### config.mk
export PLATFORM = sky130hd
export DESIGN_NAME = mem_chain_sequencer_flat
export DESIGN_NICKNAME = d
export VERILOG_FILES = /design/src/rtl/mem_chain_sequencer_if.sv /design/src/rtl/mem_chain_sequencer.sv /design/src/flat_wrapper.sv
export SDC_FILE = /design/constraint.sdc
export NUM_CORES = 1
export LEC_CHECK = 0
export ABC_AREA = 1
export CORE_MARGIN = 2
export CORE_UTILIZATION = 34
export CTS_CLUSTER_SIZE = 40
export DETAILED_ROUTE_END_ITERATION = 16
export GPL_TIMING_DRIVEN = 0
export PLACE_DENSITY = 0.78
export SETUP_SLACK_MARGIN = 0.15
export SLEW_MARGIN = 0
export SYNTH_ARGS = -nofsm -noshare
export SYNTH_HDL_FRONTEND = slang
export SYNTH_SLANG_ARGS = --single-unit
### constraint.sdc
create_clock -name clk -period 1.5 [get_ports clk]
set_clock_uncertainty 0.15 [all_clocks]
set_input_delay 0.225 -clock clk [delete_from_list [all_inputs] [get_ports clk]]
set_output_delay 0.225 -clock clk [all_outputs]
set_load 0.01 [all_outputs]
### src/rtl/mem_chain_sequencer_if.sv
// rtl/mem_chain_sequencer_if.sv - request, pipeline-control and dcache bundle for the memory-stage chain sequencer
interface mem_chain_sequencer_if #(
    parameter int WIDTH = 16,
    parameter int DEPTH = 2,
    parameter int LW    = $clog2(DEPTH + 1)
);
    // EX/MEM request
    logic                 req_valid;
    logic                 req_read;
    logic                 req_write;
    logic [LW-1:0]        req_levels;
    logic [WIDTH-1:0]     req_addr;
    logic [WIDTH-1:0]     req_wdata;
    logic [WIDTH/8-1:0]   req_wmask;
    // pipeline control
    logic                 pipe_load;
    logic                 flush;
    logic                 stall;
    logic                 done;
    logic [WIDTH-1:0]     rdata;
    // dcache port
    logic                 mem_read;
    logic                 mem_write;
    logic [WIDTH-1:0]     mem_address;
    logic [WIDTH-1:0]     mem_wdata;
    logic [WIDTH/8-1:0]   mem_wmask;
    logic                 mem_resp;
    logic [WIDTH-1:0]     mem_rdata;

    // pipeline + dcache side
    modport master (
        output req_valid, req_read, req_write, req_levels, req_addr, req_wdata, req_wmask,
        output pipe_load, flush, mem_resp, mem_rdata,
        input  stall, done, rdata, mem_read, mem_write, mem_address, mem_wdata, mem_wmask
    );

    // sequencer side
    modport slave (
        input  req_valid, req_read, req_write, req_levels, req_addr, req_wdata, req_wmask,
        input  pipe_load, flush, mem_resp, mem_rdata,
        output stall, done, rdata, mem_read, mem_write, mem_address, mem_wdata, mem_wmask
    );
endinterface

### src/rtl/mem_chain_sequencer.sv
// rtl/mem_chain_sequencer.sv - turns one memory instruction into a pointer-read chain plus a final read/write
module mem_chain_sequencer #(
    parameter int WIDTH = 16,
    parameter int DEPTH = 2
) (
    input  logic                  clk,
    input  logic                  reset_n,
    mem_chain_sequencer_if.slave  bus
);
    localparam int LW = $clog2(DEPTH + 1);
    localparam int MW = WIDTH / 8;

    typedef enum logic [1:0] {
        S_IDLE  = 2'd0,
        S_PTR   = 2'd1,
        S_FINAL = 2'd2,
        S_HOLD  = 2'd3
    } state_t;

    state_t           r_state;
    logic [WIDTH-1:0] r_ptr;
    logic [LW-1:0]    r_cnt;
    logic             r_is_wr;
    logic             r_flush_pend;

    state_t           w_state_n;
    logic [WIDTH-1:0] w_ptr_n;
    logic [LW-1:0]    w_cnt_n;
    logic             w_is_wr_n;
    logic             w_flush_pend_n;

    logic [LW-1:0]    w_lv;
    logic             w_active;
    logic             w_rd;
    logic             w_wr;
    logic [WIDTH-1:0] w_addr;
    logic [MW-1:0]    w_mask;
    logic             w_done;
    logic             w_final_wr;

    // Requested indirection beyond DEPTH is clamped rather than rejected.
    assign w_lv     = (bus.req_levels > LW'(DEPTH)) ? LW'(DEPTH) : bus.req_levels;
    assign w_active = bus.req_valid & (bus.req_read | bus.req_write) & ~bus.flush;

    // Direct accesses complete from IDLE before r_is_wr is captured, so read the request there.
    assign w_final_wr = (r_state == S_IDLE) ? bus.req_write : r_is_wr;

    // State and chain registers; reset abandons any chain in flight.
    always_ff @(posedge clk or negedge reset_n) begin
        if (!reset_n) begin
            r_state      <= S_IDLE;
            r_ptr        <= '0;
            r_cnt        <= '0;
            r_is_wr      <= 1'b0;
            r_flush_pend <= 1'b0;
        end else begin
            r_state      <= w_state_n;
            r_ptr        <= w_ptr_n;
            r_cnt        <= w_cnt_n;
            r_is_wr      <= w_is_wr_n;
            r_flush_pend <= w_flush_pend_n;
        end
    end

    // Next-state, dcache strobes and completion pulse.
    always_comb begin
        w_state_n      = r_state;
        w_ptr_n        = r_ptr;
        w_cnt_n        = r_cnt;
        w_is_wr_n      = r_is_wr;
        w_flush_pend_n = r_flush_pend;
        w_rd           = 1'b0;
        w_wr           = 1'b0;
        w_addr         = r_ptr;
        w_mask         = '1;
        w_done         = 1'b0;

        case (r_state)
            S_IDLE: begin
                if (w_active) begin
                    w_addr = bus.req_addr;
                    if (w_lv != '0) begin
                        w_rd = 1'b1;
                        if (bus.mem_resp) begin
                            w_ptr_n   = bus.mem_rdata;
                            w_cnt_n   = w_lv - LW'(1);
                            w_is_wr_n = bus.req_write;
                            w_state_n = (w_lv > LW'(1)) ? S_PTR : S_FINAL;
                        end
                    end else begin
                        w_rd   = ~bus.req_write;
                        w_wr   = bus.req_write;
                        w_mask = bus.req_write ? bus.req_wmask : '1;
                        if (bus.mem_resp) begin
                            w_done    = 1'b1;
                            w_is_wr_n = bus.req_write;
                            w_state_n = bus.pipe_load ? S_IDLE : S_HOLD;
                        end
                    end
                end
            end
            S_PTR: begin
                if (bus.flush) begin
                    w_state_n = S_IDLE;
                end else begin
                    w_rd = 1'b1;
                    if (bus.mem_resp) begin
                        w_ptr_n = bus.mem_rdata;
                        w_cnt_n = r_cnt - LW'(1);
                        if (r_cnt == LW'(1)) begin
                            w_state_n = S_FINAL;
                        end
                    end
                end
            end
            S_FINAL: begin
                if (r_is_wr) begin
                    // A write already on the bus must finish; a flush only suppresses done.
                    w_wr   = 1'b1;
                    w_mask = bus.req_wmask;
                    if (bus.mem_resp) begin
                        w_flush_pend_n = 1'b0;
                        if (bus.flush || r_flush_pend) begin
                            w_state_n = S_IDLE;
                        end else begin
                            w_done    = 1'b1;
                            w_state_n = bus.pipe_load ? S_IDLE : S_HOLD;
                        end
                    end else if (bus.flush) begin
                        w_flush_pend_n = 1'b1;
                    end
                end else if (bus.flush) begin
                    w_state_n = S_IDLE;
                end else begin
                    w_rd = 1'b1;
                    if (bus.mem_resp) begin
                        w_done    = 1'b1;
                        w_state_n = bus.pipe_load ? S_IDLE : S_HOLD;
                    end
                end
            end
            S_HOLD: begin
                if (bus.flush || bus.pipe_load) begin
                    w_state_n = S_IDLE;
                end
            end
            default: begin
                w_state_n = S_IDLE;
            end
        endcase
    end

    // Control outputs are forced low while reset is asserted.
    assign bus.mem_read    = w_rd & reset_n;
    assign bus.mem_write   = w_wr & reset_n;
    assign bus.mem_address = w_addr;
    assign bus.mem_wdata   = bus.req_wdata;
    assign bus.mem_wmask   = w_mask;
    assign bus.done        = w_done & reset_n;
    assign bus.stall       = reset_n & ~w_done &
                             (((r_state == S_IDLE) & w_active) | (r_state == S_PTR) | (r_state == S_FINAL));
    assign bus.rdata       = (bus.done & ~w_final_wr) ? bus.mem_rdata : '0;
endmodule
### src/flat_wrapper.sv
// flat-port wrapper written by rule: the top's interface ports become plain ports
module mem_chain_sequencer_flat 
#(
    parameter int WIDTH = 16,
    parameter int DEPTH = 2
)
  (clk, reset_n, bus_req_valid, bus_req_read, bus_req_write, bus_req_levels, bus_req_addr, bus_req_wdata, bus_req_wmask, bus_pipe_load, bus_flush, bus_mem_resp, bus_mem_rdata, bus_stall, bus_done, bus_rdata, bus_mem_read, bus_mem_write, bus_mem_address, bus_mem_wdata, bus_mem_wmask);
  mem_chain_sequencer_if #(.WIDTH(WIDTH), .DEPTH(DEPTH)) bus_i ();
  input  logic clk;
  input  logic reset_n;
  input wire logic [$bits(bus_i.req_valid)-1:0] bus_req_valid;
  input wire logic [$bits(bus_i.req_read)-1:0] bus_req_read;
  input wire logic [$bits(bus_i.req_write)-1:0] bus_req_write;
  input wire logic [$bits(bus_i.req_levels)-1:0] bus_req_levels;
  input wire logic [$bits(bus_i.req_addr)-1:0] bus_req_addr;
  input wire logic [$bits(bus_i.req_wdata)-1:0] bus_req_wdata;
  input wire logic [$bits(bus_i.req_wmask)-1:0] bus_req_wmask;
  input wire logic [$bits(bus_i.pipe_load)-1:0] bus_pipe_load;
  input wire logic [$bits(bus_i.flush)-1:0] bus_flush;
  input wire logic [$bits(bus_i.mem_resp)-1:0] bus_mem_resp;
  input wire logic [$bits(bus_i.mem_rdata)-1:0] bus_mem_rdata;
  output wire logic [$bits(bus_i.stall)-1:0] bus_stall;
  output wire logic [$bits(bus_i.done)-1:0] bus_done;
  output wire logic [$bits(bus_i.rdata)-1:0] bus_rdata;
  output wire logic [$bits(bus_i.mem_read)-1:0] bus_mem_read;
  output wire logic [$bits(bus_i.mem_write)-1:0] bus_mem_write;
  output wire logic [$bits(bus_i.mem_address)-1:0] bus_mem_address;
  output wire logic [$bits(bus_i.mem_wdata)-1:0] bus_mem_wdata;
  output wire logic [$bits(bus_i.mem_wmask)-1:0] bus_mem_wmask;
  assign bus_i.req_valid = bus_req_valid;
  assign bus_i.req_read = bus_req_read;
  assign bus_i.req_write = bus_req_write;
  assign bus_i.req_levels = bus_req_levels;
  assign bus_i.req_addr = bus_req_addr;
  assign bus_i.req_wdata = bus_req_wdata;
  assign bus_i.req_wmask = bus_req_wmask;
  assign bus_i.pipe_load = bus_pipe_load;
  assign bus_i.flush = bus_flush;
  assign bus_i.mem_resp = bus_mem_resp;
  assign bus_i.mem_rdata = bus_mem_rdata;
  assign bus_stall = bus_i.stall;
  assign bus_done = bus_i.done;
  assign bus_rdata = bus_i.rdata;
  assign bus_mem_read = bus_i.mem_read;
  assign bus_mem_write = bus_i.mem_write;
  assign bus_mem_address = bus_i.mem_address;
  assign bus_mem_wdata = bus_i.mem_wdata;
  assign bus_mem_wmask = bus_i.mem_wmask;
  mem_chain_sequencer #(.WIDTH(WIDTH), .DEPTH(DEPTH)) u_core (.clk(clk), .reset_n(reset_n), .bus(bus_i));
endmodule
== Word level (Yosys, flattened, before mapping) ==
Index checks and enable logic that the tools add are counted.

* Flip-flop bits (word level): 22
* Bits of input ports: 60
* Output and inout port bits: 54
* Word-level logic and storage cells: 105

* Add/sub/neg operators: 2
* Order comparisons: 2
* Eq/ne operators: 14
* Muxes and demuxes: 55
* Bitwise gates (word level): 16
* Reduce and logical (&&, ||, !) cells: 11

{| class="wikitable"
|+ Operators with widths
! kind !! count
|-
| two-way mux 16 bit || 7
|-
| two-way mux 2 bit || 24
|-
| case mux 16 bit (2 select lines) || 1
|-
| two-way mux 1 bit || 17
|-
| AND reduction 6 bit || 2
|-
| bitwise AND 1 bit || 9
|-
| != test 3 bit, second input constant || 3
|-
| != test 2 bit, second input constant || 4
|-
| case mux 2 bit (2 select lines) || 2
|-
| case mux 2 bit (4 select lines) || 1
|-
| AND reduction 3 bit || 2
|-
| nonzero test 2 bit || 3
|-
| == test 2 x 1 -> 1 bit, second input constant || 2
|-
| == test 2 bit, second input constant || 2
|-
| != test 2 x 1 -> 1 bit, second input constant || 2
|-
| NOT 1 bit || 4
|-
| case mux 1 bit (2 select lines) || 2
|-
| AND reduction 4 bit || 1
|-
| subtractor 2 x 1 -> 2 bit, second input constant || 2
|-
| != test 3 x 2 -> 1 bit, second input constant || 1
|-
| bitwise OR 1 bit || 3
|-
| case mux 1 bit (3 select lines) || 1
|-
| greater-than comparator 2 x 1 -> 1 bit, second input constant || 1
|-
| greater-than comparator 2 bit, second input constant || 1
|-
| 2 further kinds || 3
|}

== Depth between registers and ports, before layout ==
Gate-level depths: netlist (run 1).

* Depth after elaboration: 9
* Depth in mapped cells: 10
* Depth with buffers taken out: 10

== Least setup slack after synthesis (run 1) ==
Ideal clock, no wire load.

* Path type: register -> output
* Start point: register u_core.r_state[0]
* End point: output port bus_rdata[0]
* Arrival: 1.221 ns
* Data required time: 1.125 ns
* Setup slack: -0.096 ns
* Cell stages (with the launch flop): 8
* Path buffers: 2
* Cells stage by stage: dfrtp_1 -> buf_4 -> nor2_8 -> nand2_1 -> o21ai_1 -> nand3_4 -> buf_6 -> nor2_2

* Longest elaborated chain between the ends: 5
* Elaborated cells between the ends (all ways): 8
* Those cells by class: eq/ne: 1; mux: 3; bitwise: 3; reduce/logical: 1

{| class="wikitable"
|+ RTL lines
! what !! RTL line !! text
|-
| start, declared || mem_chain_sequencer.sv:20 || <nowiki>state_t r_state;</nowiki>
|-
| start signal, assigned || mem_chain_sequencer.sv:57 || <nowiki>r_state <= w_state_n;</nowiki>
|-
| == test 2 bit / zero test 2 bit (equally long branches) || mem_chain_sequencer.sv:78, mem_chain_sequencer.sv:46 ||
|-
| case mux 1 bit (2 select lines) / two-way mux 1 bit (equally long branches) || mem_chain_sequencer.sv:78, mem_chain_sequencer.sv:46 ||
|-
| bitwise AND 1 bit / NOT 1 bit (equally long branches) || mem_chain_sequencer.sv:159, mem_chain_sequencer.sv:162 ||
|-
| bitwise AND 1 bit * || mem_chain_sequencer.sv:162 || <nowiki>assign bus.rdata = (bus.done & ~w_final_wr) ? bus.mem_rdata : '0;</nowiki>
|-
| two-way mux 16 bit * || mem_chain_sequencer.sv:162 ||
|-
| end, declared || flat_wrapper.sv:24 || <nowiki>output wire logic [$bits(bus_i.rdata)-1:0] bus_rdata;</nowiki>
|}

Every way passes the cells marked *; elsewhere a longest branch is shown, timed or not.

== Worst setup path after layout (run 1) ==
* Start point: register u_core.r_state[0]
* End point: output port bus_rdata[3]

Same word-level chain as after synthesis.

==> results.sh, run 1 <==
export IMPL_cts_buffers_inserted=3
export IMPL_core_rowCount=26
export IMPL_die_x_um=77.5
export IMPL_initial_core_util=0.355
export IMPL_vias=2550
export IMPL_ios=114
export IMPL_via_per_inst=5.05
export IMPL_yosysTopAreaCell="dfrtp_1"
export IMPL_grt_max_degree=26
export IMPL_worst_ep_arrival_time_ps=1940
export IMPL_finalHoldViolCount=22
export IMPL_critPathMaxFanout=5
export IMPL_grt_pass1_vias=2401
export IMPL_path_class="reg2out"
export IMPL_grt_pass1_wl_um=11600
export IMPL_area_delta_synth_final_pct=122
export IMPL_p_total_mw=5.52
export IMPL_ys_types=29
export IMPL_insertion_delay_ps=270
export IMPL_drive_above_1_share=0.586
export IMPL_drt_iter0_markers=195
export IMPL_gp_congestion=0.886
export IMPL_max_cap_violations=0
export IMPL_die_area_sq_um=6010
export IMPL_cp_start_kind="flip-flop"
export IMPL_drc=0
export IMPL_cts_tree="yes"
export IMPL_synth_cells=268
export IMPL_fin_util=0.790
export IMPL_grt_usage=0.241
export IMPL_min_period_over_period=1.54
export IMPL_layout_common_cells="53 x nand2_1, 51 x clkdlybuf4s50_1, 49 x buf_6"
export IMPL_drt_total_wl_um=8720
export IMPL_yosys_area_top_type_share=0.300
export IMPL_grt_overflow=0
export IMPL_yosys_warnings=0
export IMPL_dr_pass1_iters=5
export IMPL_seqCellArea_sq_um=552
export IMPL_end_kind="output pin"
export IMPL_max_slew_margin=0.595
export IMPL_synth_nets=329
export IMPL_wl_per_cell_um=17.3
export IMPL_antenna_left=0
export IMPL_whs_ps=-187
export IMPL_finalSetupTns_ps=-31670
export IMPL_clockBufferDepth=2
export IMPL_final_nets=497
export IMPL_ys_seq_area_frac=0.300
export IMPL_cts_htree_levels=1
export IMPL_violations="negative hold slack, negative setup slack"
export IMPL_min_period_ps=2310
export IMPL_syn_area_sq_um=1840
export IMPL_n_fill_cell=301
export IMPL_hp_class="in2async"
export IMPL_port_buffers=97
export IMPL_die_y_um=77.5
export IMPL_hpwl_um=4320
export IMPL_final_common_cell="nand2_1"
export IMPL_ys_ff_latch=22
export IMPL_power_density_nw_per_um2=1350
export IMPL_coreArea_sq_um=5170
export IMPL_n_antenna_cell=0
export IMPL_path_clk_slew_ps=90
export IMPL_slew_violations=0
export IMPL_fin_ws_ps=-813
export IMPL_clock_sink_count=22
export IMPL_worst_pin_slew_ps=608
export IMPL_timing_fmax_mhz=432
export IMPL_syn_area_per_cell_sq_um=6.85
export IMPL_peakVddDrop_v=0.00112
export IMPL_final_area_sq_um=4080
export IMPL_multi_input_area_sq_um=1360
export IMPL_p_leak_nw=2.03
export IMPL_outcome="complete, but fails checks"
export IMPL_cts_root_buf="clkbuf_8"
export IMPL_antenna_found_initial=0
export IMPL_required_ps=1120
export IMPL_grt_setup_unrepaired="true"
export IMPL_setup_viol=59
export IMPL_dpl_cell_area_sq_um=2990
export IMPL_synthTopCellsByArea="dfrtp_1 30%, nand2_1 21%, o21ai_2 8.1%"
==> power by group <==
| group | total (mW) | internal [mW] | switching, mW | leakage [nW] |
|---|---|---|---|---|
| Clock | 0.440 | 0.234 | 0.205 | 0.0288 |
| Combinational | 3.89 | 1.99 | 1.90 | 1.73 |
| Sequential | 1.19 | 0.868 | 0.322 | 0.274 |
==> layout make-up <==
class                      count  share of cell area
sequential                    22               0.135
multi-input combinational    188               0.333
timing repair buffer         163               0.401
clock buffer                   4              0.0135
inverter                      34              0.0362
tap                           70              0.0214
buffer                        24              0.0597
==> flip-flops by register name, summed over array words and instances, names as in the netlist <==
name and flops:
u_core.r_is_wr 1, u_core.r_flush_pend 1, u_core.r_cnt 2, u_core.r_ptr 16, u_core.r_state 2
==> final timing paths <==
check / start / endpoint / slack, ps / cells after the start
setup / recovery: u_core.r_state[0] / bus_rdata[3] / -810 / 9
hold / removal: reset_n / u_core.r_cnt[0] / -190 / 1
setup reg to reg: u_core.r_state[0] / u_core.r_ptr[7] / -300 / 10
hold reg to reg: u_core.r_ptr[14] / u_core.r_ptr[14] / 380 / 2
max in group asynchronous: reset_n / u_core.r_is_wr / 950 / 1
min in group clk: u_core.r_ptr[14] / u_core.r_ptr[14] / 380 / 2
==> worst max-delay path, stage by stage (launching register included) <==
cell,delay [ps]
dfrtp_1,400
buf_6,150
nor2_8,180
nand3_2,110
nand2_2,120
nand3_4,180
buf_12,220
buf_8,120
nor2_4,80
buf_6,110
==> cells by family after synthesis <==
| family | after synthesis | synth area share |
|---|---|---|
| fa+ha+maj | 1 | 0.00681 |
| flops | 22 | 0.300 |
| compound gates | 32 | 0.127 |
| buf+inv | 58 | 0.181 |
| simple gates | 155 | 0.386 |
==> per-stage QoR <==
step           setup WS (ps)  cells
2_1_floorplan          -86.5    268
3_3_place_gp           -1650    435
3_5_place_dp           -1580    435
4_1_cts                 -691    488
5_1_grt                 -879    505
6_report                -813    505
==> cell usage after synthesis, drive strengths merged <==
library cell    n
nor3b           1
a21oi           2
a31oi           2
dfrtp          22
a2bb2oi         1
nor2           31
nand2         107
ha              1
inv            34
nor3            1
o31ai           1
o21ai          26
or2             2
buf            24
nand4           1
nand3          12
==> routing by layer <==
metal | wire length (um) | vias up | global-route usage
met1 | 3410 | 1205 | 0.294
met4 | 226 | 0 | 0.0482
met2 | 4440 | 160 | 0.431
li1 | - | 1148 | -
met3 | 644 | 37 | 0.0581
met5 | 0 | - | 0
==> repair_timing <==
| item | CTS | global route |
|---|---|---|
| endpoints found under the hold margin | 22 | 22 |
| gates resized for setup | 263 | 72 |
| gates cloned | 5 | 1 |
| pin swaps | 25 | 30 |
| setup endpoints to repair | 81 | 60 |
| buffers inserted | 44 | 16 |
Power figures use the tool's default switching activity.
==> inputs of run 2 (changes only) <==
CORE_UTILIZATION = 37   (was 34)
PLACE_DENSITY = 0.81   (was 0.78)
clock period = 2.2 ns   (was 1.5 ns; I/O delays follow)
==> run 2 against run 1 <==
- the run ends with negative setup slack left
- combinational power decreased by 53%
- count of clock-buffer cells in the layout decreased by 1
- worst setup slack improved by 690 ps
- final cell count down 8.1%
- worst hold slack gained 450 ps
==> results.sh, run 2 (same netlist as run 1, synthesis figures left out) <==
export IMPL_place_inst=432
export IMPL_required_ps=1720
export IMPL_antenna_found_initial=0
export IMPL_slowest_stage="dfrtp_1"
export IMPL_power_density_nw_per_um2=867
export IMPL_violations="negative setup slack"
export IMPL_die_y_um=74.5
export IMPL_slowest_delay_ps=350
export IMPL_wl_met1_um=2570
export IMPL_min_period_ps=2320
export IMPL_clock_sink_count=22
export IMPL_rrSetupSlack_ps=340
export IMPL_max_cap_violations=0
export IMPL_layout_common_cells="89 x nand2_1, 51 x clkdlybuf4s50_1, 34 x buf_4"
export IMPL_ios=114
export IMPL_timing_fmax_mhz=431
export IMPL_hpwl_um=4310
export IMPL_coreArea_sq_um=4750
export IMPL_grt_setup_unrepaired="true"
export IMPL_wl_met2_um=3330
export IMPL_critPathLaunch="u_core.r_state[1]"
export IMPL_cts_htree_levels=1
export IMPL_grt_pass1_wl_um=9830
export IMPL_dr_pass1_iters=4
export IMPL_grt_max_degree=23
export IMPL_port_buffers=97
export IMPL_worstSetupPathDepth=10
export IMPL_gp_congestion=0.864
export IMPL_drive_above_1_share=0.423
export IMPL_fin_ws_ps=-122
export IMPL_crit_buf_inv=5
export IMPL_setup_viol=15
export IMPL_path_class="reg2out"
export IMPL_cts_buffers_inserted=3
export IMPL_initial_core_util=0.386
export IMPL_drt_iter0_markers=72
export IMPL_crit_chain="buf_6 -> inv_8 -> nor2_4 -> nand4_4 -> nand2_4 -> nand3_4 -> buf_12 -> buf_8 -> nor2_4 -> buf_6"
export IMPL_cp_start_kind="flip-flop"
export IMPL_max_slew_margin=0.290
export IMPL_die_x_um=74.5
export IMPL_outcome="complete, but fails checks"
export IMPL_cts_root_buf="clkbuf_8"
export IMPL_final_common_cell="nand2_1"
export IMPL_worst_pin_slew_ps=1060
export IMPL_dpl_cell_area_sq_um=2890
export IMPL_largest_register="u_core.r_ptr"
export IMPL_final_area_sq_um=3360
export IMPL_grt_usage=0.227
export IMPL_hp_class="in2reg"
export IMPL_grt_pass1_vias=2154
export IMPL_top_layer_used="met4"
export IMPL_clockBufferDepth=2
export IMPL_p_int_mw=1.67
export IMPL_pwr_share_clk=0.132
export IMPL_grt_overflow=0
export IMPL_vias=2222
export IMPL_slew_violations=0
export IMPL_final_nets=459
export IMPL_insertion_delay_ps=270
export IMPL_end_kind="output pin"
export IMPL_wl_met3_um=443
export IMPL_drt_total_wl_um=6420
export IMPL_stdcell_count=464
export IMPL_wl_per_cell_um=13.8
export IMPL_p_sw_frac=0.426
export IMPL_critPathMaxFanout=6
export IMPL_peakVddDrop_v=0.000536
export IMPL_finalHoldViolCount=0
export IMPL_endpoint="bus_rdata[1]"
export IMPL_n_antenna_cell=0
export IMPL_fin_util=0.707
export IMPL_worst_ep_arrival_time_ps=1840
export IMPL_path_clk_slew_ps=90
export IMPL_p_total_mw=2.91
export IMPL_via_per_inst=4.79
export IMPL_power_frac_seq=0.247
export IMPL_min_period_over_period=1.06
export IMPL_timing_rr_start="u_core.r_state[1]"
export IMPL_top_regs="u_core.r_ptr x16, u_core.r_cnt x2, u_core.r_state x2"
export IMPL_r2r_cells=9
export IMPL_switchingPower_mw=1.24
export IMPL_core_rowCount=25
export IMPL_p_leak_nw=1.73
export IMPL_r2r_end="u_core.r_is_wr"
export IMPL_cts_tree="yes"
export IMPL_largest_reg_flops=16
export IMPL_antenna_left=0
export IMPL_crit_family="buffers and inverters"
export IMPL_die_area_sq_um=5540
export IMPL_drc=0
export IMPL_p_comb_frac=0.621
export IMPL_area_delta_synth_final_pct=82.9
==> run 2: cell count changes in the layout (fill, tap and decap cells not counted), sizes merged <==
cell,before,now
bufinv,0,1
dlygate4sd3,0,1
inv,33,34
clkbuf,5,6
clkinv,1,0
clkdlybuf4s15,1,0
buf,128,88
==> run 2: cell type report <==
| type | count | area (sq um) |
|---|---|---|
| Fill cell | 389 | 1400 |
| Clock buffer | 3 | 41.3 |
| Timing Repair Buffer | 125 | 1140 |
| Inverter | 34 | 148 |
| Tap cell | 67 | 83.8 |
| Multi-Input combinational cell | 188 | 1140 |
| Sequential cell | 22 | 552 |
| Buffer | 24 | 226 |
| Clock inverter | 1 | 30.0 |
==> run 2: worst min-delay path by stage <==
stage | from | end | slack (ps) | depth (start not counted)
after floorplan | reset_n | u_core.r_cnt[0] | -120 | 0
after global placement | u_core.r_ptr[1] | u_core.r_ptr[1] | 320 | 2
after detailed placement | u_core.r_ptr[8] | u_core.r_ptr[8] | 320 | 2
after CTS | u_core.r_ptr[15] | u_core.r_ptr[15] | 340 | 2
after global routing | bus_mem_resp | u_core.r_flush_pend | 240 | 2
final | bus_mem_resp | u_core.r_flush_pend | 260 | 2
==> run 2: worst reg2reg max path, stage by stage (launching register included) <==
cell     delay (ps)
dfrtp_1         380
buf_6           150
nor2_8          170
buf_4           140
nand2_4          70
buf_6           140
buf_6           130
buf_4           130
o21ai_0         150
o31ai_1         100
==> run 2: through the flow <==
step           TNS [ps]  setup slack, ps  hold WS [ps]
6_report           -671             -122           264
5_1_grt           -2560             -202           240
4_1_cts            -934             -150           341
3_5_place_dp     -32170            -1170           320
3_3_place_gp     -32160            -1180           316
2_1_floorplan         0              499          -116
==> run 2: what timing repair did <==
action | in CTS | in global routing
hold buffers | 1 | 0
hold endpoints to repair | 22 | 0
setup endpoints to repair | 38 | 38
cloned | 1 | 0
buffers inserted | 17 | 9
pin swaps | 13 | 4
resized for setup | 221 | 35
==> run 2: power by group through the flow <==
stage,clock [mW],combinational (mW),sequential [mW]
6_report,0.385,1.81,0.720
5_1_grt,0.410,1.97,0.740
4_1_cts,0.389,1.69,0.711
3_5_place_dp,0,1.61,0.700
3_3_place_gp,0,1.59,0.690
2_1_floorplan,0,0.993,0.673
==> run 2: layer usage <==
metal | track usage | vias to the layer above
met3 | 0.0379 | 9
met2 | 0.406 | 105
met5 | 0 | -
met4 | 0.0595 | 0
li1 | - | 1070
met1 | 0.283 | 1038
==> inputs of run 3 (changes only) <==
SETUP_SLACK_MARGIN = 0.3   (was 0.15)
SLEW_MARGIN = 20   (was 0)
==> run 3 against run 2 <==
- the run still ends with negative setup slack left
- first-iteration DRC count is 47% higher
- die area stayed put
- routed wire length is 19% higher
- global-route usage is 0.22 points lower
- clock power is 19% lower
- final cell count is 3.4% higher
- flip-flop and latch count stayed put
- sequential share of layout area is 1.3 points lower
- worst setup slack better by 70 ps
- non-clock buffer count is 16 higher
- power is 8.8% higher
==> results.sh, run 3 (same netlist as run 1, synthesis figures left out) <==
export IMPL_top_regs="u_core.r_ptr x16, u_core.r_cnt x2, u_core.r_state x2"
export IMPL_final_common_cell="nand2_1"
export IMPL_dr_pass1_iters=5
export IMPL_crit_chain="dlygate4sd2_1 -> inv_4 -> buf_4 -> nand4_4 -> nand2_4 -> buf_6 -> buf_6 -> buf_6 -> buf_6 -> nor3b_2 -> buf_2"
export IMPL_die_y_um=74.5
export IMPL_initial_core_util=0.386
export IMPL_coreArea_sq_um=4750
export IMPL_outcome="complete, but fails checks"
export IMPL_final_nets=475
export IMPL_grt_setup_unrepaired="true"
export IMPL_hp_class="in2async"
export IMPL_clock_sink_count=22
export IMPL_path_clk_slew_ps=100
export IMPL_max_slew_margin=0.645
export IMPL_n_fill_cell=334
export IMPL_power_density_nw_per_um2=867
export IMPL_power_frac_seq=0.232
export IMPL_path_class="in2out"
export IMPL_crit_buf_inv=8
export IMPL_worst_ep_arrival_time_ps=1770
export IMPL_grt_overflow=0
export IMPL_critPathMaxFanout=7
export IMPL_fin_ws_ps=-51.1
export IMPL_pwr_share_clk=0.099
export IMPL_n_antenna_cell=0
export IMPL_die_x_um=74.5
export IMPL_core_rowCount=25
export IMPL_ios=114
export IMPL_slew_violations=0
export IMPL_grt_pass1_vias=2193
export IMPL_r2r_end="u_core.r_ptr[1]"
export IMPL_die_area_sq_um=5540
export IMPL_port_buffers=97
export IMPL_gp_congestion=0.864
export IMPL_whs_ps=68.2
export IMPL_slowest_stage="dlygate4sd2_1"
export IMPL_endpoint="bus_stall"
export IMPL_p_leak_nw=1.87
export IMPL_timing_rr_start="u_core.r_state[1]"
export IMPL_cts_root_buf="clkbuf_8"
export IMPL_max_cap_violations=0
export IMPL_crit_family="buffers and inverters"
export IMPL_crit_top_cell="buf_6"
export IMPL_drt_total_wl_um=7620
export IMPL_violations="negative setup slack"
export IMPL_switchingPower_mw=1.41
export IMPL_min_period_ps=2250
export IMPL_rrSetupSlack_ps=400
export IMPL_antenna_found_initial=0
export IMPL_hpwl_um=4320
export IMPL_setup_viol=28
export IMPL_end_kind="output pin"
export IMPL_vias=2355
export IMPL_min_period_over_period=1.02
export IMPL_cts_buffers_inserted=3
export IMPL_peakVddDrop_v=0.000567
export IMPL_p_total_mw=3.17
export IMPL_p_comb_frac=0.669
export IMPL_largest_reg_flops=16
export IMPL_layout_common_cells="72 x nand2_1, 51 x clkdlybuf4s50_1, 40 x buf_6"
export IMPL_area_delta_synth_final_pct=99.2
export IMPL_insertion_delay_ps=280
export IMPL_worst_pin_slew_ps=532
export IMPL_finalHoldViolCount=0
export IMPL_required_ps=1720
export IMPL_p_sw_frac=0.445
export IMPL_drt_iter0_markers=106
export IMPL_clockBufferDepth=2
export IMPL_p_int_mw=1.76
export IMPL_worstSetupPathDepth=11
export IMPL_cts_tree="yes"
export IMPL_grt_pass1_wl_um=9830
export IMPL_grt_usage=0.225
export IMPL_antenna_left=0
export IMPL_critPathLaunch="bus_flush"
export IMPL_cp_start_kind="primary input"
export IMPL_grt_max_degree=23
export IMPL_r2r_cells=11
export IMPL_slowest_delay_ps=310
export IMPL_cts_htree_levels=1
export IMPL_timing_fmax_mhz=444
export IMPL_drive_above_1_share=0.489
export IMPL_drc=0
export IMPL_largest_register="u_core.r_ptr"
export IMPL_wl_per_cell_um=15.9
export IMPL_via_per_inst=4.91
run 3: worst min-delay path by stage:
stage	slack [ps]	startpoint	endpoint	depth (start not counted)
2_1_floorplan	-120	reset_n	u_core.r_cnt[0]	0
3_3_place_gp	320	u_core.r_ptr[1]	u_core.r_ptr[1]	2
3_5_place_dp	220	reset_n	u_core.r_ptr[15]	1
4_1_cts	340	u_core.r_ptr[15]	u_core.r_ptr[15]	2
5_1_grt	100	reset_n	u_core.r_ptr[13]	2
6_report	70	reset_n	u_core.r_ptr[12]	2
run 3: timing repair:
action,in CTS,in global routing
pin swaps,13,10
setup endpoints to repair,38,38
setup buffers,29,11
hold buffers,1,0
resized for setup,233,49
cloned,2,1
hold endpoints to repair,22,0
run 3: layout make-up:
| cell class | count | area [sq um] | area share |
|---|---|---|---|
| inverters | 34 | 150 | 0.0410 |
| repair buffers | 141 | 1360 | 0.371 |
| plain buffers | 24 | 226 | 0.0619 |
| flip-flops and latches | 22 | 552 | 0.151 |
| multi-input cells | 188 | 1230 | 0.337 |
| clock buffers | 4 | 55.1 | 0.0150 |
| well taps | 67 | 83.8 | 0.0229 |
run 3: power groups by stage:
stage               sequential [mW]  clock (mW)  combinational [mW]
floorplan                     0.673           0               0.993
global placement              0.690           0                1.59
detailed placement            0.699           0                1.62
CTS                           0.709       0.301                1.76
global route                  0.748       0.335                2.27
finish                        0.736       0.313                2.12
run 3: per-stage QoR:
step	instances	util	area [sq um]	setup WS (ps)	TNS (ps)
after floorplan	268	-	1840	499	0
after global placement	432	0.608	2890	-1180	-32160
after detailed placement	432	0.607	2890	-783	-23890
after global routing	480	0.769	3660	-132	-2630
final	480	0.769	3660	-51.1	-732
after CTS	468	0.699	3320	-26.2	-253
run 3: metal layers:
metal	vias to the layer above	global-route usage	share of wire
li1	1095	-	-
met1	1099	0.282	0.36
met2	136	0.399	0.52
met3	25	0.0312	0.079
met4	0	0.0714	0.036
met5	-	0	0
